$ cat config.mk
export PLATFORM = sky130hd
export DESIGN_NAME = uart_parity_engine
export DESIGN_NICKNAME = d
export VERILOG_FILES = /design/src/rtl/uart_parity_engine.sv
export SDC_FILE = /design/constraint.sdc
export NUM_CORES = 1
export LEC_CHECK = 0
export ABC_AREA = 1
export ABC_CLOCK_PERIOD_IN_PS = 1600
export BUFFER_PORTS_ARGS = -buffer_cell sky130_fd_sc_hd__buf_2
export CAP_MARGIN = 10
export CORE_MARGIN = 1
export CORE_UTILIZATION = 50
export CTS_BUF_LIST = sky130_fd_sc_hd__clkbuf_4 sky130_fd_sc_hd__clkbuf_8 sky130_fd_sc_hd__clkbuf_16
export CTS_CLUSTER_SIZE = 40
export DETAILED_ROUTE_END_ITERATION = 8
export HOLD_SLACK_MARGIN = 0.02
export PLACE_DENSITY = 0.78
export SLEW_MARGIN = 40
export SYNTH_ARGS = -nofsm -noshare
export SYNTH_HDL_FRONTEND = slang
export SYNTH_SLANG_ARGS = --single-unit
$ cat constraint.sdc
create_clock -name clk -period 1.6 [get_ports clk]
set_input_delay 0.08 -clock clk [delete_from_list [all_inputs] [get_ports clk]]
set_output_delay 0.08 -clock clk [all_outputs]
set_load 0.02 [all_outputs]
$ cat src/rtl/uart_parity_engine.sv
// Parameterised UART parity unit: registered TX parity generator and a serial
// RX parity checker with a per-frame error pulse and a sticky error flag.
module uart_parity_engine #(
    parameter int DATA_WIDTH = 8,
    parameter int CNT_W      = 4
) (
    input  logic                  clk,
    input  logic                  rst,
    input  logic [2:0]            parity_mode,
    input  logic                  load_data,
    input  logic [DATA_WIDTH-1:0] TX_DATA,
    output logic                  PARITY_BIT,
    output logic                  parity_valid,
    input  logic                  rx_start,
    input  logic                  rx_bit_valid,
    input  logic                  rx_bit,
    output logic                  rx_done,
    output logic                  parity_err,
    output logic                  parity_err_sticky,
    input  logic                  err_clr,
    output logic                  rx_busy
);

    typedef enum logic [1:0] {
        IDLE,
        DATA,
        PARITY,
        DONE
    } rx_state_t;

    localparam logic [CNT_W-1:0] LAST_BIT = CNT_W'(DATA_WIDTH - 1);

    // Modes 0 and 5..7 all mean "no parity bit on the line".
    function automatic logic mode_is_none(input logic [2:0] mode);
        return (mode == 3'd0) || (mode > 3'd4);
    endfunction

    // x is the XOR of the data bits; result is the parity bit for that mode.
    function automatic logic parity_of(input logic x, input logic [2:0] mode);
        logic p;
        case (mode)
            3'd1:    p = x;
            3'd2:    p = ~x;
            3'd3:    p = 1'b1;
            default: p = 1'b0;
        endcase
        return p;
    endfunction

    // ---------------- TX path ----------------
    always_ff @(posedge clk or posedge rst) begin
        if (rst) begin
            PARITY_BIT   <= 1'b0;
            parity_valid <= 1'b0;
        end else begin
            parity_valid <= load_data;
            if (load_data) begin
                PARITY_BIT <= parity_of(^TX_DATA, parity_mode);
            end
        end
    end

    // ---------------- RX path ----------------
    rx_state_t        state, state_n;
    logic             acc, acc_n;
    logic [CNT_W-1:0] cnt, cnt_n;
    logic [2:0]       mode_r, mode_n;
    logic             err, err_n;

    always_ff @(posedge clk or posedge rst) begin
        if (rst) begin
            state  <= IDLE;
            acc    <= 1'b0;
            cnt    <= '0;
            mode_r <= '0;
            err    <= 1'b0;
        end else begin
            state  <= state_n;
            acc    <= acc_n;
            cnt    <= cnt_n;
            mode_r <= mode_n;
            err    <= err_n;
        end
    end

    always_comb begin
        state_n = state;
        acc_n   = acc;
        cnt_n   = cnt;
        mode_n  = mode_r;
        err_n   = err;

        // A start strobe in any state begins a fresh frame and drops any partial one.
        if (rx_start) begin
            state_n = DATA;
            acc_n   = 1'b0;
            cnt_n   = '0;
            mode_n  = parity_mode;
            err_n   = 1'b0;
        end else begin
            case (state)
                DATA: begin
                    if (rx_bit_valid) begin
                        acc_n = acc ^ rx_bit;
                        cnt_n = cnt + CNT_W'(1);
                        if (cnt == LAST_BIT) begin
                            if (mode_is_none(mode_r)) begin
                                state_n = DONE;
                                err_n   = 1'b0;
                            end else begin
                                state_n = PARITY;
                            end
                        end
                    end
                end
                PARITY: begin
                    if (rx_bit_valid) begin
                        err_n   = (rx_bit != parity_of(acc, mode_r));
                        state_n = DONE;
                    end
                end
                DONE:    state_n = IDLE;
                default: state_n = IDLE;
            endcase
        end
    end

    always_ff @(posedge clk or posedge rst) begin
        if (rst) begin
            parity_err_sticky <= 1'b0;
        end else if ((state == DONE) && err) begin
            parity_err_sticky <= 1'b1;
        end else if (err_clr) begin
            parity_err_sticky <= 1'b0;
        end
    end

    assign rx_done    = (state == DONE);
    assign parity_err = (state == DONE) && err;
    assign rx_busy    = (state != IDLE);

endmodule

## Yosys cells after proc, flatten, opt, wreduce, memory -nomap -nowiden

Index checks and enable logic that the tools add are counted.

| storage, ports and cells | value |
|---|---|
| register bits | 14 |
| bits in latches | 0 |
| bits in writable memories | 0 |
| bits in read-only memories | 0 |
| input port bits | 18 |
| output and inout bits | 6 |
| word-level logic and storage cells | 65 |
| memories | 0 |

| operators by class | value |
|---|---|
| add/subtract/negate cells | 1 |
| $mul | 0 |
| divide/modulo/power cells | 0 |
| order comparisons | 1 |
| equal/unequal tests | 15 |
| shift-type cells | 0 |
| muxes and demuxes | 25 |
| bitwise operators | 3 |
| reductions and logical operators | 12 |

Operators with widths:

| cell | count |
|---|---|
| 1-bit 2-to-1 mux | 14 |
| 3-bit by 2-bit equality test with 1-bit output, second input constant | 4 |
| 4-bit 2-to-1 mux | 3 |
| 3-bit inequality test, second input constant | 4 |
| 2-bit 2-to-1 mux | 4 |
| 2-bit nonzero test | 4 |
| 8-bit parity | 1 |
| 3-bit by 1-bit equality test with 1-bit output, second input constant | 2 |
| 1-bit case mux with 3 select lines | 2 |
| 5-bit AND reduction | 1 |
| 4-bit by 1-bit adder with 4-bit output, second input constant | 1 |
| 2-bit equality test, second input constant | 2 |
| 4-bit by 3-bit equality test with 1-bit output, second input constant | 1 |
| 2-bit case mux with 2 select lines | 1 |
| 3-bit greater-than comparator, second input constant | 1 |
| 3-bit logical NOT | 1 |
| 3-bit AND reduction | 1 |
| 3-bit nonzero test | 1 |
| 2-bit by 1-bit equality test with 1-bit output, second input constant | 1 |
| 1-bit NOT | 2 |
| 1-bit case mux with 2 select lines | 1 |
| 2-bit AND reduction | 1 |
| 1-bit logical AND | 1 |
| 1-bit logical OR | 1 |
| other kinds (2) | 2 |

## Depth between registers and ports, before layout

Gate-level depths: netlist of the first run.

| logic depth | value |
|---|---|
| word-level depth | 9 |
| mapped depth | 10 |
| mapped depth without buffers | 10 |

## Worst setup path after synthesis of the first run

No wires, ideal clock.

| path | value |
|---|---|
| path kind | reg2reg |
| start | register state[1] |
| end | register cnt[2] |
| setup time | 0.134 ns |
| arrival | 1.212 ns |
| data required time | 1.466 ns |
| path slack | 0.253 ns |
| cell stages (with the launch flop) | 7 |
| buffers on the path | 0 |
| clock period less this slack | 1.347 ns |
| path through | dfrtp_1 > inv_1 > ha_1 > a21oi_1 > inv_1 > a21oi_1 > nor3_1 |

| on the way | value |
|---|---|
| cells in the longest elaborated chain, start to end | 3 |

RTL lines:

| element | line | text |
|---|---|---|
| start: declaration | 64 | `rx_state_t state, state_n;` |
| start signal: assignment | 78 | `state <= state_n;` |
| 2-bit by 1-bit equality test with 1-bit output | 101 | `case (state)` |
| 2-bit nonzero test (no source line) | n/a |  |
| 2-bit AND reduction (no source line) | n/a |  |
| end signal: assignment | 80 | `cnt <= cnt_n;` |
| end: declaration | 66 | `logic [CNT_W-1:0] cnt, cnt_n;` |

No other way between the ends.
A chain may end at the register's enable or synchronous reset.

## Final worst setup path of the first run

| path | value |
|---|---|
| start | register state[0] |
| end | register err |

| on the way | value |
|---|---|
| cells in the longest elaborated chain, start to end | 3 |
| elaborated cells on any way between the ends | 10 |
| classes of those cells | 6 x eq/ne; 2 x mux; 2 x reduce/logical |

RTL lines:

| element | line | text |
|---|---|---|
| 2-bit by 1-bit equality test with 1-bit output or 2-bit equality test (tied branches) | 101 |  |
| 3-bit inequality test (no source line) (tied with other cells) | n/a |  |
| 5-bit AND reduction (no source line) or 1-bit 2-to-1 mux (tied branches) | n/a |  |
| end signal: assignment | 82 | `err <= err_n;` |
| end: declaration | 68 | `logic err, err_n;` |

Several ways; a longest one is shown, not always the timed one.

==> metrics.csv, run 1 <==
stage,metric,value,unit
outcome,status,finished clean,
clocking,maximum root-to-sink buffer count,2,
synth,number of library cell types mapped by synthesis,15,
clocking,number of H-tree levels,1,
timing,Worst-Margin Slew,535.0,ps
synth,synthesized instance count,145,
floorplan,height of the die,45.38,um
critical_path,crit path DAT,1560,ps
floorplan,standard-cell row count,15,
place,post-detailed-placement half-perimeter wirelength,1444,um
critical_path,sort of element at the start of the critical path,flip-flop,
synth,netlist area before placement,940.9,sq um
critical_path,start-to-end type of the worst setup path,flip-flop to flip-flop,
synth,mean cell area of the mapped netlist,6.489,sq um
synth,ranking of synthesized cells by area,"dfrtp_1, nand2_1, inv_1, ha_1, o21ai_0",
synth,number of synthesis warnings,0,
critical_path,element type at the critical path end,flip-flop,
global_route,sum of overflow across all layers after global routing,0,
global_route,combined global-route utilization of all metal layers,0.2065,
layout,area growth from synthesis to final layout,21.54,%
clocking,worst skew pair latency,270,ps
layout,antenna cell count,0,
timing,setup TNS,0,ps
timing,portion of the clock cycle consumed by the worst path in the final layout,0.8717,
timing,Tmin final,1395,ps
timing,"crit path setup slack, layout",205.2,ps
synth,ranking of synthesized cells by instance count,"nand2_1, inv_1, dfrtp_1, nor2_1, o21ai_0",
clocking,TritonCTS clock tree,yes,
timing,RSZ-0062 raised after global routing,no,
timing,total setup violations reported at the end of the flow,0,
floorplan,horizontal die dimension,45.38,um
routing,ratio of routed vias to standard cells,4.628,
timing,worst slew slack as a fraction of its limit,0.6429,
pwr,Pwr Density,955.1,mW/mm^2
synth,proportion of synthesized flip-flops having asynchronous set or reset,1.000,
pwr,worst vdd rail ir drop,646.1,uV
synth,most used standard cell by instance count after synthesis,nand2_1,
synth,register bit count reported by yosys,14,
layout,fraction of layout instances using a drive strength above 1,0.1667,
global_route,first-pass GRT wire length,3084,um
floorplan,core outline area,0.001745,sq mm
global_route,via count of the first global-routing pass,794,
clocking,clock sink count,14,
flow_run,number of maximum-capacitance constraint violations,0,
synth,post-synth net total,168,
timing,final number of hold-violating endpoints,0,
clocking,CTS Root Buffer Type,clkbuf_4,
synth,number of synthesized flops with an enable pin,0,
routing,total length of routed wires,1827,um
critical_path,CP required,1770,ps
layout,Final nets,199,
place,routability cong.,0.7662,
clocking,number of buffers inserted by post-CTS setup repair,0,
critical_path,highest net fanout along the worst path,3,
floorplan,area of the die,0.002059,sq mm
clocking,clock-pin slew reported for the worst setup and hold paths after clock tree synthesis,80,ps
timing,worst hold margin,28.60,ps
floorplan,Initial Util,0.5391,
routing,Via Count,921,
pwr,Leakage,0.6954,nW
synth,share of Yosys cell area claimed by the top area cell type,0.3723,
global_route,antenna violations before repair,0,
synth,post-synthesis cell type with the largest combined area,dfrtp_1,
routing,remaining design rule violation count,0,
place,Setup Slack @ Placement,241.0,ps
timing,setup skew after layout,4.771,ps
routing,First-pass DRT Iterations,4,
routing,number of violations reported at the end of detailed-routing iteration 0,20,
timing,Peak Freq,717.0,MHz
clocking,number of CTS-inserted buffers,3,
floorplan,top-level I/O count,24,
routing,post-route ant nets,0,
global_route,maximum number of pins on one net before global-route repair,15,
synth,predominant post-synthesis flop cell,dfrtp_1,
hold_path,Tightest Hold Check Type,input pin to flip-flop,
synth,sequential share of the synthesized area,0.3723,
place,number of I/O port buffers,23,
timing,number of pins exceeding their max-slew limit in the final report,0,
routing,wire length per cell after detailed routing,9.181,um
-- final cells by class --
type                       count  area, sq um
tap                           25        31.28
multi-input combinational    102        481.7
fill                         179        601.8
sequential                    14        350.3
timing repair buffer          27        152.6
clock buffer                   3        22.52
inverter                      28        105.1
-- layer usage --
metal	track usage	share of wire
met2	0.3543	0.50
met1	0.2531	0.46
met3	0.05952	0.034
met4	0.04848	0.0055
met5	0	0
-- cells by family (layout without fill, tap and decap cells) --
| group | after synthesis | count (layout) | synth area share |
|---|---|---|---|
| fa+ha+maj | 5 | 5 | 0.06649 |
| compound gates | 15 | 15 | 0.08644 |
| simple gates | 80 | 80 | 0.3404 |
| buf+inv | 29 | 58 | 0.1157 |
| xor+xnor | 2 | 2 | 0.01862 |
| flops | 14 | 14 | 0.3723 |
-- path summary, 6_finish.rpt --
path,startpoint,end,slack (ps),depth (start not counted)
min in group asynchronous,rst,err,400,3
setup / recovery,state[0],err,210,9
hold reg to reg,cnt[3],cnt[3],480,1
setup reg to reg,state[0],err,210,9
hold / removal,parity_mode[1],mode_r[1],30,3
max in group asynchronous,rst,cnt[2],840,3
-- through the flow --
| step | total power, mW | utilization | std cells | instance area, sq um |
|---|---|---|---|---|
| 6_report | 1.092 | 0.6552 | 199 | 1144 |
| 5_1_grt | 1.195 | 0.6552 | 199 | 1144 |
| 4_1_cts | 1.105 | 0.6552 | 199 | 1144 |
| 3_5_place_dp | 0.9075 | 0.6251 | 193 | 1091 |
| 3_3_place_gp | 0.8888 | 0.6251 | 193 | 1091 |
| 2_1_floorplan | 0.7811 | - | 145 | 940.9 |
-- power breakdown --
part | total [mW] | internal, mW | switching [mW]
sequential | 0.462 | 0.414 | 0.0472
combinational | 0.446 | 0.172 | 0.275
clock | 0.185 | 0.0870 | 0.0976
total | 1.09 | 0.673 | 0.419
-- registers in the layout, indices dropped and copies added, names as in the netlist --
name / cells
PARITY_BIT: 1
acc: 1
cnt: 4
err: 1
mode_r: 3
parity_err_sticky: 1
parity_valid: 1
state: 2
-- cell usage in the layout, fill, tap and decap left out --
master	count
dfrtp_1	14
ha_1	5
nand3_1	5
nor3b_1	1
nand2_1	62
o21ai_2	1
inv_1	28
nor2_1	8
nor3_1	3
a21oi_1	5
buf_4	1
o21ai_0	8
nor3_2	1
clkbuf_4	3
a22oi_1	1
buf_2	23
dlygate4sd3_1	3
xor2_1	2
-- critical path, cell delays in order, from the launching register on --
cell and delay [ps]:
dfrtp_1 410, inv_1 110, ha_1 220, inv_1 80, nor2_1 80, nor2_1 40, a21oi_1 200, inv_1 60
nand2_1 50, nand2_1 50
-- what timing repair did --
action,CTS,global route
hold endpoints to repair,16,0
hold buffers,3,0
resized for setup,0,0
(Power assumes the default switching activity.)
==> inputs of run 2 (changes only) <==
==> constraint.sdc (replaced) <==
create_clock -name clk -period 1.6 [get_ports clk]
set_input_delay 0.16 -clock clk [delete_from_list [all_inputs] [get_ports clk]]
set_output_delay 0.16 -clock clk [all_outputs]
set_load 0.005 [all_outputs]
==> run 2 against run 1 <==
Maximum frequency about the same. Clock power about the same. Utilization down 0.57 points. Total power down 3.4%. Combinational power down 8.3%. Critical path depth unchanged.
==> metrics.csv, run 2 (synthesis gave the netlist of run 1 again) <==
stage,metric,value,unit,change
layout,filler-free cell count of the finished design,198,,-0.50%
clocking,number of H-tree levels,1,,unchanged
timing,setup skew after layout,4.771,ps,unchanged
clocking,number of buffers inserted by post-CTS setup repair,0,,unchanged
critical_path,Crit. Startpoint,state[0],,
routing,ratio of routed vias to standard cells,4.621,,-0.15%
floorplan,Initial Util,0.5391,,unchanged
critical_path,Critical path destination,err,,
floorplan,top-level I/O count,24,,unchanged
routing,number of violations reported at the end of detailed-routing iteration 0,20,,unchanged
timing,RSZ-0062 raised after global routing,no,,
critical_path,launch instance of the worst register-to-register path,state[0],,
layout,"leading cell type in the layout, fill and taps excluded",nand2_1,,
timing,portion of the clock cycle consumed by the worst path in the final layout,0.8717,,about the same
floorplan,standard-cell row count,15,,unchanged
timing,setup TNS,0,ps,unchanged
global_route,antenna violations before repair,0,,unchanged
critical_path,cells on worst reg2reg path,9,,unchanged
clocking,clock sink count,14,,unchanged
timing,worst slew slack as a fraction of its limit,0.6429,,unchanged
routing,wire length per cell after detailed routing,9.051,um,-1.4%
pwr,Pwr Density,930.5,mW/mm^2,-2.6%
layout,number of flip-flops in the largest register,4,,unchanged
timing,Worst-Margin Slew,535.0,ps,unchanged
hold_path,hold path cells,2,,-1
critical_path,element type at the critical path end,flip-flop,,
layout,registers with the most flip-flops,"cnt x4, mode_r x3, state x2",,
place,post-detailed-placement half-perimeter wirelength,1444,um,unchanged
layout,FILL cells,183,,+2.2%
global_route,maximum number of pins on one net before global-route repair,15,,unchanged
timing,final number of hold-violating endpoints,0,,unchanged
clocking,number of CTS-inserted buffers,3,,unchanged
clocking,count of instances resized after the clock tree is built,0,,unchanged
clocking,maximum root-to-sink buffer count,2,,unchanged
floorplan,area of the die,0.002059,sq mm,unchanged
layout,most frequent cells in the layout,"nand2_1, inv_1, buf_2, dfrtp_1",,
timing,number of pins exceeding their max-slew limit in the final report,0,,unchanged
clocking,CTS Root Buffer Type,clkbuf_4,,
pwr,Leakage,0.6912,nW,-0.60%
routing,total length of routed wires,1792,um,-1.9%
routing,remaining design rule violation count,0,,unchanged
hold_path,Tightest Hold Check Type,input pin to flip-flop,,
place,number of I/O port buffers,23,,unchanged
timing,Peak Freq,717.0,MHz,about the same
timing,worst hold margin,87.39,ps,+58.79 ps
critical_path,highest net fanout along the worst path,3,,unchanged
timing,total setup violations reported at the end of the flow,0,,unchanged
timing,Tmin final,1395,ps,-0.1210 ps
critical_path,crit path DAT,1560,ps,about the same
floorplan,core outline area,0.001745,sq mm,unchanged
place,routability cong.,0.7662,,unchanged
clocking,clock-pin slew reported for the worst setup and hold paths after clock tree synthesis,80,ps,about the same
timing,"crit path setup slack, layout",205.4,ps,+0.1210 ps
critical_path,terminus of the critical flop-to-flop path,err,,
layout,area growth from synthesis to final layout,20.48,%,
critical_path,CP required,1770,ps,about the same
global_route,via count of the first global-routing pass,785,,-1.1%
global_route,first-pass GRT wire length,3042,um,-1.4%
clocking,TritonCTS clock tree,yes,,
layout,Final nets,198,,-0.50%
place,total instance count after detailed placement,193,,unchanged
floorplan,height of the die,45.38,um,unchanged
layout,antenna cell count,0,,unchanged
routing,First-pass DRT Iterations,4,,unchanged
place,Setup Slack @ Placement,241.0,ps,unchanged
critical_path,reg-to-reg setup timing slack,210,ps,about the same
pwr,worst vdd rail ir drop,634.0,uV,-1.9%
flow_run,number of maximum-capacitance constraint violations,0,,unchanged
critical_path,sort of element at the start of the critical path,flip-flop,,
global_route,sum of overflow across all layers after global routing,0,,unchanged
critical_path,start-to-end type of the worst setup path,flip-flop to flip-flop,,
global_route,combined global-route utilization of all metal layers,0.2032,,-0.003331
floorplan,horizontal die dimension,45.38,um,unchanged
clocking,worst skew pair latency,270,ps,about the same
layout,top register by number of flip-flops,cnt,,
clocking,Post-CTS Hold Fix Bufs,2,,-1
outcome,status,finished clean,,
layout,fraction of layout instances using a drive strength above 1,0.1676,,+0.0009634
routing,Via Count,915,,-0.65%
routing,post-route ant nets,0,,unchanged
-- run 2: changes by cell type in the layout (fill, tap and decap cells not counted) --
cell           before  now
dlygate4sd3_1       3    2
-- run 2: per-layer routing --
| layer | up-vias | part of all wire | global-route usage |
|---|---|---|---|
| met5 | - | 0 | 0 |
| met4 | 0 | 0.0056 | 0.04848 |
| met3 | 2 | 0.035 | 0.05952 |
| met2 | 18 | 0.49 | 0.3429 |
| met1 | 402 | 0.47 | 0.2531 |
| li1 | 493 | - | - |
-- run 2: critical path, stage by stage (launching register included) --
cell     delay, ps
dfrtp_1        410
inv_1          110
ha_1           220
inv_1           80
nor2_1          80
nor2_1          40
a21oi_1        200
inv_1           60
nand2_1         50
nand2_1         50
-- run 2: per-stage QoR --
| step | utilization | cell area, sq um | power (mW) |
|---|---|---|---|
| 3_3_place_gp | 0.6251 | 1091 | 0.8544 |
| 5_1_grt | 0.6495 | 1134 | 1.158 |
| 4_1_cts | 0.6495 | 1134 | 1.069 |
| 6_report | 0.6495 | 1134 | 1.055 |
| 2_1_floorplan | - | 940.9 | 0.7449 |
| 3_5_place_dp | 0.6251 | 1091 | 0.8731 |
-- run 2: worst min path at each step --
stage | start | to
3_5_place_dp | rst | parity_err_sticky
3_3_place_gp | rst | parity_valid
4_1_cts | err_clr | parity_err_sticky
6_report | err_clr | parity_err_sticky
2_1_floorplan | rst | PARITY_BIT
5_1_grt | err_clr | parity_err_sticky
-- run 2: area by class of cell --
class	instances	area, sq um	share of cell area
multi-input cells	102	481.7	0.4249
flip-flops and latches	14	350.3	0.3091
repair buffers	26	142.6	0.1258
inverters	28	105.1	0.09272
well taps	25	31.28	0.02759
clock buffers	3	22.52	0.01987
-- run 2: where the power goes --
part | switching, mW | internal, mW | leakage [nW]
clock | 0.0976 | 0.0870 | 0.0138
combinational | 0.240 | 0.169 | 0.497
sequential | 0.0470 | 0.414 | 0.181
total | 0.385 | 0.670 | 0.691
==> inputs of run 3 (changes only) <==
--- a/config.mk
+++ b/config.mk
@@ -9,7 +9,7 @@
 export ABC_CLOCK_PERIOD_IN_PS = 1600
 export BUFFER_PORTS_ARGS = -buffer_cell sky130_fd_sc_hd__buf_2
 export CAP_MARGIN = 10
-export CORE_MARGIN = 1
+export CORE_MARGIN = 5
 export CORE_UTILIZATION = 50
 export CTS_BUF_LIST = sky130_fd_sc_hd__clkbuf_4 sky130_fd_sc_hd__clkbuf_8 sky130_fd_sc_hd__clkbuf_16
 export CTS_CLUSTER_SIZE = 40
==> run 3 against run 2 <==
Via count down 1.1%. Clock-buffer cell count up 1. Non-clock buffer count unchanged. Sequential cell count unchanged. Critical path type unchanged. Largest cell class unchanged.
==> metrics.csv, run 3 (synthesis gave the netlist of run 1 again) <==
stage,metric,value,unit,change
layout,top register by number of flip-flops,cnt,,
floorplan,horizontal die dimension,53.38,um,+18%
clocking,number of H-tree levels,1,,unchanged
pwr,Leakage,0.6984,nW,+1.0%
hold_path,Tightest Hold Check Type,input pin to flip-flop,,
timing,Peak Freq,707.5,MHz,-1.3%
routing,Via Count,905,,-1.1%
critical_path,CP required,1770,ps,about the same
global_route,first-pass GRT wire length,3429,um,+13%
layout,number of flip-flops in the largest register,4,,unchanged
floorplan,standard-cell row count,15,,unchanged
layout,fraction of layout instances using a drive strength above 1,0.1724,,+0.004784
clocking,clock sink count,14,,unchanged
critical_path,start-to-end type of the worst setup path,flip-flop to flip-flop,,
timing,total setup violations reported at the end of the flow,0,,unchanged
pwr,Tot Pwr,1.135,mW,+7.6%
timing,Worst-Margin Slew,538.6,ps,+3.553 ps
layout,filler-free cell count of the finished design,199,,+0.51%
timing,RSZ-0062 raised after global routing,no,,
routing,remaining design rule violation count,0,,unchanged
pwr,worst vdd rail ir drop,582.7,uV,-8.1%
clocking,clock-pin slew reported for the worst setup and hold paths after clock tree synthesis,80,ps,about the same
critical_path,crit path DAT,1580,ps,+20 ps
timing,setup TNS,0,ps,unchanged
pwr,share of total power consumed by net switching,0.3621,,-0.002417
layout,registers with the most flip-flops,"cnt x4, mode_r x3, state x2",,
pwr,Flop pwr share,0.405,,-0.032
critical_path,highest net fanout along the worst path,5,,+2
flow_run,number of maximum-capacitance constraint violations,0,,unchanged
floorplan,top-level I/O count,24,,unchanged
place,number of I/O port buffers,23,,unchanged
timing,worst slew slack as a fraction of its limit,0.6405,,-0.002371
floorplan,area of the die,0.002849,sq mm,+38%
routing,First-pass DRT Iterations,4,,unchanged
timing,number of pins exceeding their max-slew limit in the final report,0,,unchanged
outcome,status,finished clean,,
clocking,number of CTS-inserted buffers,3,,unchanged
global_route,combined global-route utilization of all metal layers,0.1628,,-0.04033
pwr,portion of total power attributed to combinational logic,0.372,,-0.016
clocking,CTS Root Buffer Type,clkbuf_4,,
clocking,count of instances resized after the clock tree is built,0,,unchanged
pwr,net switching power,410.8,uW,+6.8%
global_route,antenna violations before repair,0,,unchanged
floorplan,Initial Util,0.5333,,-0.005735
routing,post-route ant nets,0,,unchanged
pwr,Pwr Density,988.9,mW/mm^2,+6.3%
place,total instance count after detailed placement,193,,unchanged
layout,antenna cell count,0,,unchanged
global_route,via count of the first global-routing pass,886,,+13%
clocking,maximum root-to-sink buffer count,2,,unchanged
global_route,sum of overflow across all layers after global routing,0,,unchanged
layout,most frequent cells in the layout,"nand2_1, inv_1, buf_2, dfrtp_1",,
clocking,worst skew pair latency,280,ps,about the same
place,post-detailed-placement half-perimeter wirelength,1530,um,+6.0%
pwr,part of the total power dissipated in the clock network,0.223,,+0.048
timing,Tmin final,1413,ps,+18.71 ps
timing,worst hold margin,66.26,ps,-21.13 ps
routing,number of violations reported at the end of detailed-routing iteration 0,6,,-70%
pwr,Internal Pwr Total,723.8,uW,+8.0%
routing,total length of routed wires,1900,um,+6.0%
layout,final standard cell area without fillers,0.001147,sq mm,+1.2%
timing,setup skew after layout,2.481,ps,-2.290 ps
timing,final number of hold-violating endpoints,0,,unchanged
routing,ratio of routed vias to standard cells,4.548,,-1.6%
global_route,maximum number of pins on one net before global-route repair,15,,unchanged
layout,Final nets,198,,unchanged
critical_path,element type at the critical path end,flip-flop,,
clocking,TritonCTS clock tree,yes,,
layout,"leading cell type in the layout, fill and taps excluded",nand2_1,,
floorplan,height of the die,53.38,um,+18%
place,routability cong.,0.7032,,-8.2%
critical_path,sort of element at the start of the critical path,flip-flop,,
place,area of placed instances,0.001091,sq mm,unchanged
layout,area growth from synthesis to final layout,21.94,%,
timing,portion of the clock cycle consumed by the worst path in the final layout,0.8833,,+0.01169
floorplan,core outline area,0.001764,sq mm,+1.1%
routing,wire length per cell after detailed routing,9.548,um,+5.5%
run 3: changes by cell type in the layout (fill, tap and decap cells not counted), sizes merged:
cell / change
clkbuf: +1
run 3: through the flow:
| stage | worst slack, ps | util |
|---|---|---|
| after floorplan | 253.3 | - |
| after global placement | 236.3 | 0.6184 |
| after detailed placement | 228.3 | 0.6184 |
| after CTS | 190.0 | 0.6504 |
| after global routing | 12.41 | 0.6504 |
| final | 186.6 | 0.6504 |
run 3: timing repair:
item,in CTS,in global routing
hold buffers,2,0
hold endpoints to repair,15,0
buffers inserted,0,0
run 3: metal layers:
layer / up-vias / wire length [um] / global-route usage
li1: 492 / - / -
met1: 393 / 866 / 0.1815
met2: 18 / 937 / 0.3020
met3: 2 / 88 / 0.05070
met4: 0 / 9 / 0.02553
met5: - / 0 / 0
run 3: power groups by stage:
| stage | logic [mW] | clock network [mW] | registers [mW] |
|---|---|---|---|
| 2_1_floorplan | 0.287 | 0 | 0.458 |
| 3_3_place_gp | 0.392 | 0 | 0.463 |
| 3_5_place_dp | 0.417 | 0 | 0.467 |
| 4_1_cts | 0.429 | 0.260 | 0.460 |
| 5_1_grt | 0.495 | 0.283 | 0.468 |
| 6_report | 0.422 | 0.253 | 0.459 |
run 3: layout make-up:
| cell class | count | area (sq um) |
|---|---|---|
| inverters | 28 | 105.1 |
| fillers | 174 | 616.8 |
| flip-flops and latches | 14 | 350.3 |
| multi-input cells | 102 | 481.7 |
| clock buffers | 4 | 36.28 |
| well taps | 25 | 31.28 |
| repair buffers | 26 | 142.6 |
run 3: final timing paths:
kind                           from  slack [ps]           endpoint  cells after the start
min reg2reg                     err         490                err                      2
max in group asynchronous       rst         790             cnt[3]                      3
max reg2reg                state[1]         190           state[1]                      7
min in group asynchronous       rst         450  parity_err_sticky                      3
min                         err_clr          70  parity_err_sticky                      2
max                        state[1]         190           state[1]                      7
run 3: worst max-delay path: stages (launching register included):
cell,delay [ps]
dfrtp_1,410
inv_1,110
ha_1,260
nand2_1,90
o21ai_2,220
nor2_1,80
nand2_1,60
o21ai_0,70
